===== src/rtl/otp_pkg.sv =====
// otp_pkg: shared widths, LFSR constants, FSM state type and LFSR step function
package otp_pkg;
  localparam int DATA_W = 8;
  localparam int IDX_W = 4;
  localparam int DEPTH = 2 ** IDX_W;
  localparam logic [7:0] LFSR_SEED = 8'h01;
  localparam logic [7:0] LFSR_TAPS = 8'hB8;
  typedef logic [DATA_W-1:0] data_t;
  typedef logic [IDX_W-1:0] idx_t;
  typedef logic [IDX_W:0] cnt_t;
  typedef logic [7:0] lfsr_t;
  typedef enum logic {FILL, RUN} state_t;
  // Fibonacci step: shift left, feedback is the parity of the tapped bits
  function automatic lfsr_t lfsr_next(input lfsr_t s);
    return {s[6:0], ^(s & LFSR_TAPS)};
  endfunction
endpackage


===== src/rtl/otp_lfsr.sv =====
// otp_lfsr: 8-bit Fibonacci pad generator
//   clk, rst_n : clock, async active-low reset (loads LFSR_SEED)
//   adv        : step to the next state this cycle
//   q          : current LFSR state (the next pad)
module otp_lfsr
  import otp_pkg::*;
(
  input  logic  clk,
  input  logic  rst_n,
  input  logic  adv,
  output lfsr_t q
);
  always_ff @(posedge clk or negedge rst_n)
    if (!rst_n) q <= LFSR_SEED;
    else if (adv) q <= lfsr_next(q);
endmodule


===== src/rtl/otp_decryptor.sv =====
// otp_decryptor: one-time-pad receiver with a 16-slot pad store refilled in ring order
//   clk, rst_n           : clock, async active-low reset
//   ena                  : freezes all state when low
//   ct_valid/ct_ready    : ciphertext handshake, ct_data byte with ct_index pad slot
//   pt_valid/pt_ready    : plaintext handshake, pt_data, pt_index echo, pt_err on pad reuse
//   pads_ready           : initial fill done
//   pads_avail           : count of unconsumed slots
//   reuse_err            : sticky pad-reuse flag
module otp_decryptor
  import otp_pkg::*;
(
  input  logic  clk,
  input  logic  rst_n,
  input  logic  ena,
  input  logic  ct_valid,
  output logic  ct_ready,
  input  data_t ct_data,
  input  idx_t  ct_index,
  output logic  pt_valid,
  input  logic  pt_ready,
  output data_t pt_data,
  output idx_t  pt_index,
  output logic  pt_err,
  output logic  pads_ready,
  output cnt_t  pads_avail,
  output logic  reuse_err
);
  state_t state;
  idx_t fill_ptr, refill_ptr, wr_ptr;
  data_t mem [DEPTH];
  logic [DEPTH-1:0] consumed, consumed_nxt;
  lfsr_t lfsr;
  logic fill_we, refill_we, adv, accept, reuse;
  cnt_t avail_nxt;

  otp_lfsr u_lfsr (.clk(clk), .rst_n(rst_n), .adv(adv), .q(lfsr));

  assign ct_ready = (state == RUN) & ena & (~pt_valid | pt_ready);
  assign accept = ct_valid & ct_ready;
  assign reuse = consumed[ct_index];
  assign fill_we = ena & (state == FILL);
  assign refill_we = ena & (state == RUN) & consumed[refill_ptr];
  assign adv = fill_we | refill_we;
  assign wr_ptr = fill_we ? fill_ptr : refill_ptr;

  // A refill only clears a slot that is already consumed, so an accept on the
  // same slot is a reuse and never sets the bit: the two updates cannot collide.
  always_comb begin
    consumed_nxt = consumed;
    if (adv) consumed_nxt[wr_ptr] = 1'b0;
    if (accept & ~reuse) consumed_nxt[ct_index] = 1'b1;
    avail_nxt = cnt_t'(DEPTH);
    for (int i = 0; i < DEPTH; i++) avail_nxt = avail_nxt - cnt_t'(consumed_nxt[i]);
  end

  // Pad storage needs no reset: every slot is written during FILL before it can be read.
  always_ff @(posedge clk)
    if (adv) mem[wr_ptr] <= lfsr;

  always_ff @(posedge clk or negedge rst_n)
    if (!rst_n) begin
      state <= FILL;
      fill_ptr <= '0;
      refill_ptr <= '0;
      consumed <= '1;
      pads_ready <= 1'b0;
      pads_avail <= '0;
      pt_valid <= 1'b0;
      pt_data <= '0;
      pt_index <= '0;
      pt_err <= 1'b0;
      reuse_err <= 1'b0;
    end else begin
      consumed <= consumed_nxt;
      pads_avail <= avail_nxt;
      if (fill_we) begin
        fill_ptr <= fill_ptr + 1'b1;
        if (fill_ptr == idx_t'(DEPTH - 1)) begin
          state <= RUN;
          pads_ready <= 1'b1;
        end
      end
      if (refill_we) refill_ptr <= refill_ptr + 1'b1;
      if (accept) begin
        pt_valid <= 1'b1;
        pt_data <= reuse ? '0 : ct_data ^ mem[ct_index];
        pt_index <= ct_index;
        pt_err <= reuse;
        if (reuse) reuse_err <= 1'b1;
      end else if (ena & pt_ready) pt_valid <= 1'b0;
    end
endmodule


===== config.mk =====
export PLATFORM = sky130hd
export DESIGN_NAME = otp_decryptor
export DESIGN_NICKNAME = d
export VERILOG_FILES = /design/src/rtl/otp_pkg.sv /design/src/rtl/otp_lfsr.sv /design/src/rtl/otp_decryptor.sv
export SDC_FILE = /design/constraint.sdc
export NUM_CORES = 1
export LEC_CHECK = 0
export ABC_AREA = 1
export CAP_MARGIN = 20
export CORE_ASPECT_RATIO = 0.5
export CORE_UTILIZATION = 60
export DETAILED_ROUTE_END_ITERATION = 7
export DONT_BUFFER_PORTS = 1
export PLACE_DENSITY = 0.78
export SLEW_MARGIN = 5
export SYNTH_ARGS = -nofsm -noshare
export SYNTH_HDL_FRONTEND = slang
export SYNTH_SLANG_ARGS = --single-unit
export TNS_END_PERCENT = 1

===== constraint.sdc =====
create_clock -name clk -period 10.5 [get_ports clk]
set_input_delay 3.15 -clock clk [delete_from_list [all_inputs] [get_ports clk]]
set_output_delay 3.15 -clock clk [all_outputs]
set_load 0.05 [all_outputs]

# Yosys cells after proc, flatten, opt, wreduce, memory -nomap -nowiden

Memory sizes are Yosys's and may differ from the RTL's.
Cells that the tools add are included.

Register bits: 53
Bits in latches: 0
RAM bits: 128
Bits in read-only memories: 0
Output and inout bits: 22
Logic and storage cells: 74
Memories: 1

Add/subtract/negate cells: 18
$mul: 0
Divide/modulo/power cells: 0
Order comparisons: 5
Equal/unequal tests: 1
Shift operators: 0
Multiplexer cells: 16
Bitwise gates (word level): 16
Reductions and logical operators: 6

Memory list:

| name | depth | bits a word | read ports | clocked after Yosys merged registers in | write ports | line                | source |
|---|---|---|---|---|---|---|---|
| mem  | 16    | 8           | 1          | 0                                       | 1           | otp_decryptor.sv:30 | `data_t mem [DEPTH];` |

Operators with widths:

| kind                                                               | number |
|---|---|
| subtractor 5 x 1 -> 5 bit                                          | 15 |
| 2-to-1 mux 16 bit                                                  | 2 |
| bitwise AND 16 bit                                                 | 1 |
| NOT 16 bit                                                         | 1 |
| OR 16 bit                                                          | 1 |
| less-than comparator 4 x 5 -> 1 bit (second input constant)        | 3 |
| adder 4 x 1 -> 4 bit (second input constant)                       | 2 |
| binary-select mux 1 bit (select 4 bit)                             | 2 |
| demux 1 bit (select 4 bit)                                         | 2 |
| greater-or-equal comparator 4 x 1 -> 1 bit (second input constant) | 2 |
| 2-to-1 mux 1 bit                                                   | 8 |
| 2-to-1 mux 8 bit                                                   | 1 |
| parity 8 bit                                                       | 1 |
| XOR 8 bit                                                          | 1 |
| bitwise AND 1 bit                                                  | 7 |
| subtractor 5 x 1 -> 5 bit (first input constant)                   | 1 |
| == test 4 bit (second input constant)                              | 1 |
| 2-to-1 mux 4 bit                                                   | 1 |
| AND reduction 2 bit                                                | 2 |
| NOT 1 bit                                                          | 3 |
| logical AND 1 bit                                                  | 2 |
| OR 1 bit                                                           | 2 |
| nonzero test 2 bit                                                 | 1 |

# Logic depth before layout (Yosys ltp)

Depth in word-level cells: 28
Depth in mapped cells: 25
Gate-level depth less buffers: 24

# By module

A second synthesis with hierarchy kept.

Cells, all modules: 866
Area total of the unflattened synthesis: 8465.6 um2

Modules (own cells, without submodules):

| module        | instances | cells an instance | area an instance (um2) |
|---|---|---|---|
| otp_decryptor | 1         | 820               | 8099.0 |
| otp_lfsr      | 1         | 46                | 366.6 |

# Worst setup path after synthesis

OpenSTA, ideal clock, no wires.

Path kind: input -> register
Start point: in ena
End point: reg pads_avail[4]
Setup time: 0.123 ns
Data arrival time: 7.795 ns
Path slack: 2.582 ns
Stages on the path: 20
Path buffers: 1
Path through: nand2_1 a21oi_2 nand2_1 buf_2 nor3_4 nand2_1 nand2_1 fa_1 inv_1 ha_1 inv_1 fa_1 fa_1 fa_1 inv_1 fa_1 ha_1 inv_1 fa_1 xnor2_1

Elaborated cells on any way between the ends: 34

RTL lines:

| what                                     | line                | source |
|---|---|---|
| start: declaration                       | otp_decryptor.sv:14 | `input logic ena,` |
| bitwise AND 1 bit (2 in series)          | otp_decryptor.sv:38 | `assign ct_ready = (state == RUN) & ena & (~pt_valid \| pt_ready);` |
| net ct_ready                             | otp_decryptor.sv:16 | `output logic ct_ready,` |
| bitwise AND 1 bit                        | otp_decryptor.sv:39 | `assign accept = ct_valid & ct_ready;` |
| bitwise AND 1 bit                        | otp_decryptor.sv:51 | `if (accept & ~reuse) consumed_nxt[ct_index] = 1'b1;` |
| 2-to-1 mux 16 bit                        | otp_decryptor.sv:51 |  |
| net consumed_nxt[2]                      | otp_decryptor.sv:31 | `logic [DEPTH-1:0] consumed, consumed_nxt;` |
| subtractor 5 x 1 -> 5 bit (14 in series) | otp_decryptor.sv:53 | `for (int i = 0; i < DEPTH; i++) avail_nxt = avail_nxt - cnt_t'(consumed_nxt[i]);` |
| net avail_nxt[4]                         | otp_decryptor.sv:34 | `cnt_t avail_nxt;` |
| end signal: assignment                   | otp_decryptor.sv:75 | `pads_avail <= avail_nxt;` |
| end: declaration                         | otp_decryptor.sv:25 | `output cnt_t pads_avail,` |

The timed path passes the listed nets, and every way through them passes these cells.
A chain may end at the register's enable or synchronous reset.

# Worst setup path after layout

Start point: in ena
End point: reg pads_avail[4]

Elaborated cells on any way between the ends: 34

RTL lines:

| what                                     | line |
|---|---|
| bitwise AND 1 bit (2 in series)          | otp_decryptor.sv:38 |
| net ct_ready                             | otp_decryptor.sv:16 |
| bitwise AND 1 bit                        | otp_decryptor.sv:39 |
| bitwise AND 1 bit                        | otp_decryptor.sv:51 |
| 2-to-1 mux 16 bit                        | otp_decryptor.sv:51 |
| net consumed_nxt[1]                      | otp_decryptor.sv:31 |
| subtractor 5 x 1 -> 5 bit (15 in series) | otp_decryptor.sv:53 |
| net avail_nxt[4]                         | otp_decryptor.sv:34 |

The timed path passes the listed nets, and every way through them passes these cells.

==> impl_metrics.csv <==
group,metric,value,unit
run_status,outcome,"finished clean",
clock_network,post-cts-setup-buffers,0,
worst_setup_path,crit_chain,"nand2_1 -> a21oi_2 -> nand2_1 -> nor2_4 -> nand3_1 -> nand3_1 -> fa_1 -> inv_1 -> ha_1 -> inv_1 -> fa_1 -> fa_1 -> inv_1 -> fa_1 -> fa_1 -> ha_1 -> inv_1 -> fa_1 -> xnor2_1",
global_routing,grtUsageMet2,0.460,
power_and_ir_drop,power_leakage,3.93,nW
logic_synthesis,ys_ff_latch,181,
logic_synthesis,ys_warn_count,0,
logic_synthesis,synth.net_count,883,
global_routing,grtUsageTotal,0.297,
floorplanning,initial_core_util,0.620,
logic_synthesis,postSynthAreaPerCell,10.1,sq um
logic_synthesis,synthTopCellsByArea,"edfxtp_1 (45%), nand2_1 (14%), dfrtp_1 (11%)",
final_layout,syn2layout_area_growth,9.19,%
logic_synthesis,netlist_instances,842,
floorplanning,io_pins,39,
power_and_ir_drop,finalPower,0.00290,W
timing,tightestPinTransition,0.965,ns
global_routing,grt_max_degree,54,
placement,gp_congestion,1.00,
min_path,hold_class,"flip-flop to flip-flop",
clock_network,cts_buffer_depth,2,
worst_setup_path,cpPeakStageDelay,0.71,ns
power_and_ir_drop,internal-power,0.00173,W
timing,report.final.slew_viol_count,0,
logic_synthesis,seq_area_frac_synth,0.613,
placement,place_inst,1017,
floorplanning,die_y,86.0,um
power_and_ir_drop,peakVddDrop,0.000308,V
logic_synthesis,async_flop_share,0.293,
power_and_ir_drop,p_sw,0.00117,W
final_layout,nNetsFinal,885,
floorplanning,die-area,14600,sq um
global_routing,grt_pass1_vias,5935,
worst_setup_path,timing.critical_path.buf_inv,4,
route,vias,6082,
logic_synthesis,synth_ff_type,"edfxtp_1",
worst_setup_path,start_kind,"input port",
route,drt_drc_violations_left,0,
worst_setup_path,cp.arrival,8.81,ns
timing,finalHoldViolations,0,
floorplanning,core_area,13700,sq um
min_path,hold_path_startpoint,"consumed[5]$_DFF_PN1_",
timing,setup_viol,0,
worst_setup_path,r2r_slack,3.96,ns
min_path,whs_path_depth,2,
placement,port_buffers,0,
global_routing,use_met3,0.0480,
worst_setup_path,crit_family,"adder cells",
worst_setup_path,worstSetupEndpointType,"flip-flop",
logic_synthesis,synth_enable_flop_cells,128,
route,routed_via_density,5.80,
worst_setup_path,r2r_cells,19,
logic_synthesis,synth.most_common_cell,"nand2_1",
worst_setup_path,r2r_start,"state$_DFFE_PN0P_",
worst_setup_path,critPathKind,"input port to flip-flop",
power_and_ir_drop,pwr-share-clk,0.220,
floorplanning,die_x,170,um
power_and_ir_drop,swShare,0.405,
clock_network,tritoncts,"yes",
min_path,hold-path-endpoint,"consumed[5]$_DFF_PN1_",
timing,rsz0062_at_grt,"false",
clock_network,ctsHoldBuffers,0,
route,wl_per_cell,19.1,um
final_layout,fin_cells,1049,
timing,skew,0.0121,ns
clock_network,tritoncts.num_buffers,17,
route,first_pass_iters,8,
clock_network,cts_root_buf,"clkbuf_16",
route,drtIter0Drc,636,
global_routing,busiest_layer,"met2",
final_layout,diodes,0,
final_layout,drive_above_1_share,0.109,
timing,setup_tns,0,ns
timing,period_minus_slack,8.49,ns
worst_setup_path,worstPathMaxFanout,21,
global_routing,grt_remaining_overflow,0,
logic_synthesis,synth.top_cell.area_share,0.454,
global_routing,use_met1,0.424,
power_and_ir_drop,combPwrFrac,0.372,
timing,max_slew_margin,0.354,
floorplanning,rows,30,
logic_synthesis,synth_cell_types,31,
logic_synthesis,synthTopCellsByCount,"nand2_1 (310), edfxtp_1 (128), inv_1 (79)",
route,wirelength,20.1,mm
clock_network,htree_levels,4,
timing,min_period_over_period,0.808,
worst_setup_path,slowest_stage,"nand2_1",
worst_setup_path,crit_top_cell,"fa_1",
logic_synthesis,synth_largest_area_cell,"edfxtp_1",
logic_synthesis,synthesis.area,8470,sq um
clock_network,cts_resized,0,
flow_run,maxCapViolCount,0,
clock_network,clk_pin_slew,0.07,ns
clock_network,insertion_delay,0.44,ns
worst_setup_path,required,10.82,ns
global_routing,antenna_found_initial,0,
power_and_ir_drop,powerDensity,314,nW/um^2
worst_setup_path,r2r-end,"pads_avail[4]$_DFF_PN0_",
power_and_ir_drop,seqPwrFrac,0.408,
placement,dpl.hpwl,13.1,mm
timing,fmax,0.118,GHz
global_routing,grt_pass1_wl,31.8,mm
clock_network,clock-sinks,181,
route,ant_nets,0,
==> power by group through the flow <==
stage	Combinational, W	Clock (W)	Sequential (W)
finish	0.00108	0.000639	0.00118
CTS	0.00109	0.000640	0.00118
global route	0.00128	0.000667	0.00120
detailed placement	0.00109	0	0.00119
global placement	0.00102	0	0.00119
floorplan	0.000848	0	0.00113
==> cell families after synthesis <==
kind of cell | share of synthesized area
buf+inv | 0.0567
simple gates | 0.232
compound gates | 0.0437
xor+xnor | 0.00931
fa+ha+maj | 0.0452
flops | 0.613
==> cell type report <==
class	count	area [sq um]
tap	192	240
fill	999	4410
inverter	85	319
clock inverter	15	179
clock buffer	17	425
sequential	181	5190
timing repair buffer	12	90.1
multi-input combinational	547	2800
==> sequential cells by signal, summed over array words and instances (netlist names) <==
name,cells
pads_avail,5
reuse_err,1
pt_index,4
consumed,16
u_lfsr.q,8
pt_valid,1
refill_ptr,4
mem,128
pt_err,1
pt_data,8
state,1
fill_ptr,4
==> worst max path at each step <==
stage               startpoint                 endpoint  slack [ns]  depth (start not counted)
floorplan                  ena  pads_avail[4]$_DFF_PN0_        2.58                         20
global placement           ena  pads_avail[4]$_DFF_PN0_        1.73                         19
detailed placement         ena  pads_avail[4]$_DFF_PN0_        1.63                         19
CTS                        ena  pads_avail[4]$_DFF_PN0_        2.05                         19
global route               ena  pads_avail[4]$_DFF_PN0_        1.73                         19
finish                     ena  pads_avail[4]$_DFF_PN0_        2.01                         19
==> cells in the final DEF (no fill, tap or decap), drive strengths merged <==
| master | n |
|---|---|
| a21oi | 14 |
| a22oi | 16 |
| buf | 12 |
| clkbuf | 17 |
| clkinv | 7 |
| dfrtp | 36 |
| dfstp | 17 |
| edfxtp | 128 |
| fa | 11 |
| ha | 13 |
| inv | 93 |
| nand2 | 318 |
| nand3 | 56 |
| nand4 | 24 |
| nor2 | 54 |
| nor3 | 7 |
| o21ai | 24 |
| or2 | 1 |
| xnor2 | 5 |
| xor2 | 4 |
==> stage by stage <==
step	cell area [sq um]	util	setup slack [ns]	hold slack, ns
2_1_floorplan	8470	-	2.58	0.449
3_3_place_gp	8640	0.632	1.73	0.466
3_5_place_dp	8640	0.633	1.63	0.478
4_1_cts	9250	0.677	2.05	0.488
5_1_grt	9250	0.677	1.73	0.522
6_report	9250	0.677	2.01	0.488
==> layer usage <==
| layer | vias up | part of all wire |
|---|---|---|
| met5 | - | 0 |
| met4 | 0 | 0.025 |
| met3 | 54 | 0.10 |
| met2 | 349 | 0.46 |
| met1 | 2907 | 0.41 |
| li1 | 2772 | - |
==> worst register-to-register path, delay by kind of cell, from the launching register on <==
family | cells | cell delay (ns)
AOI/OAI and AO/OA | 1 | 0.56
xor gates and xnor gates | 1 | 0.13
adders and majority gates | 8 | 3.08
buffers and inverters | 4 | 0.24
DFF | 1 | 0.66
and+or+nand+nor | 5 | 1.76
No activity file was read; power rests on OpenSTA's default activity.
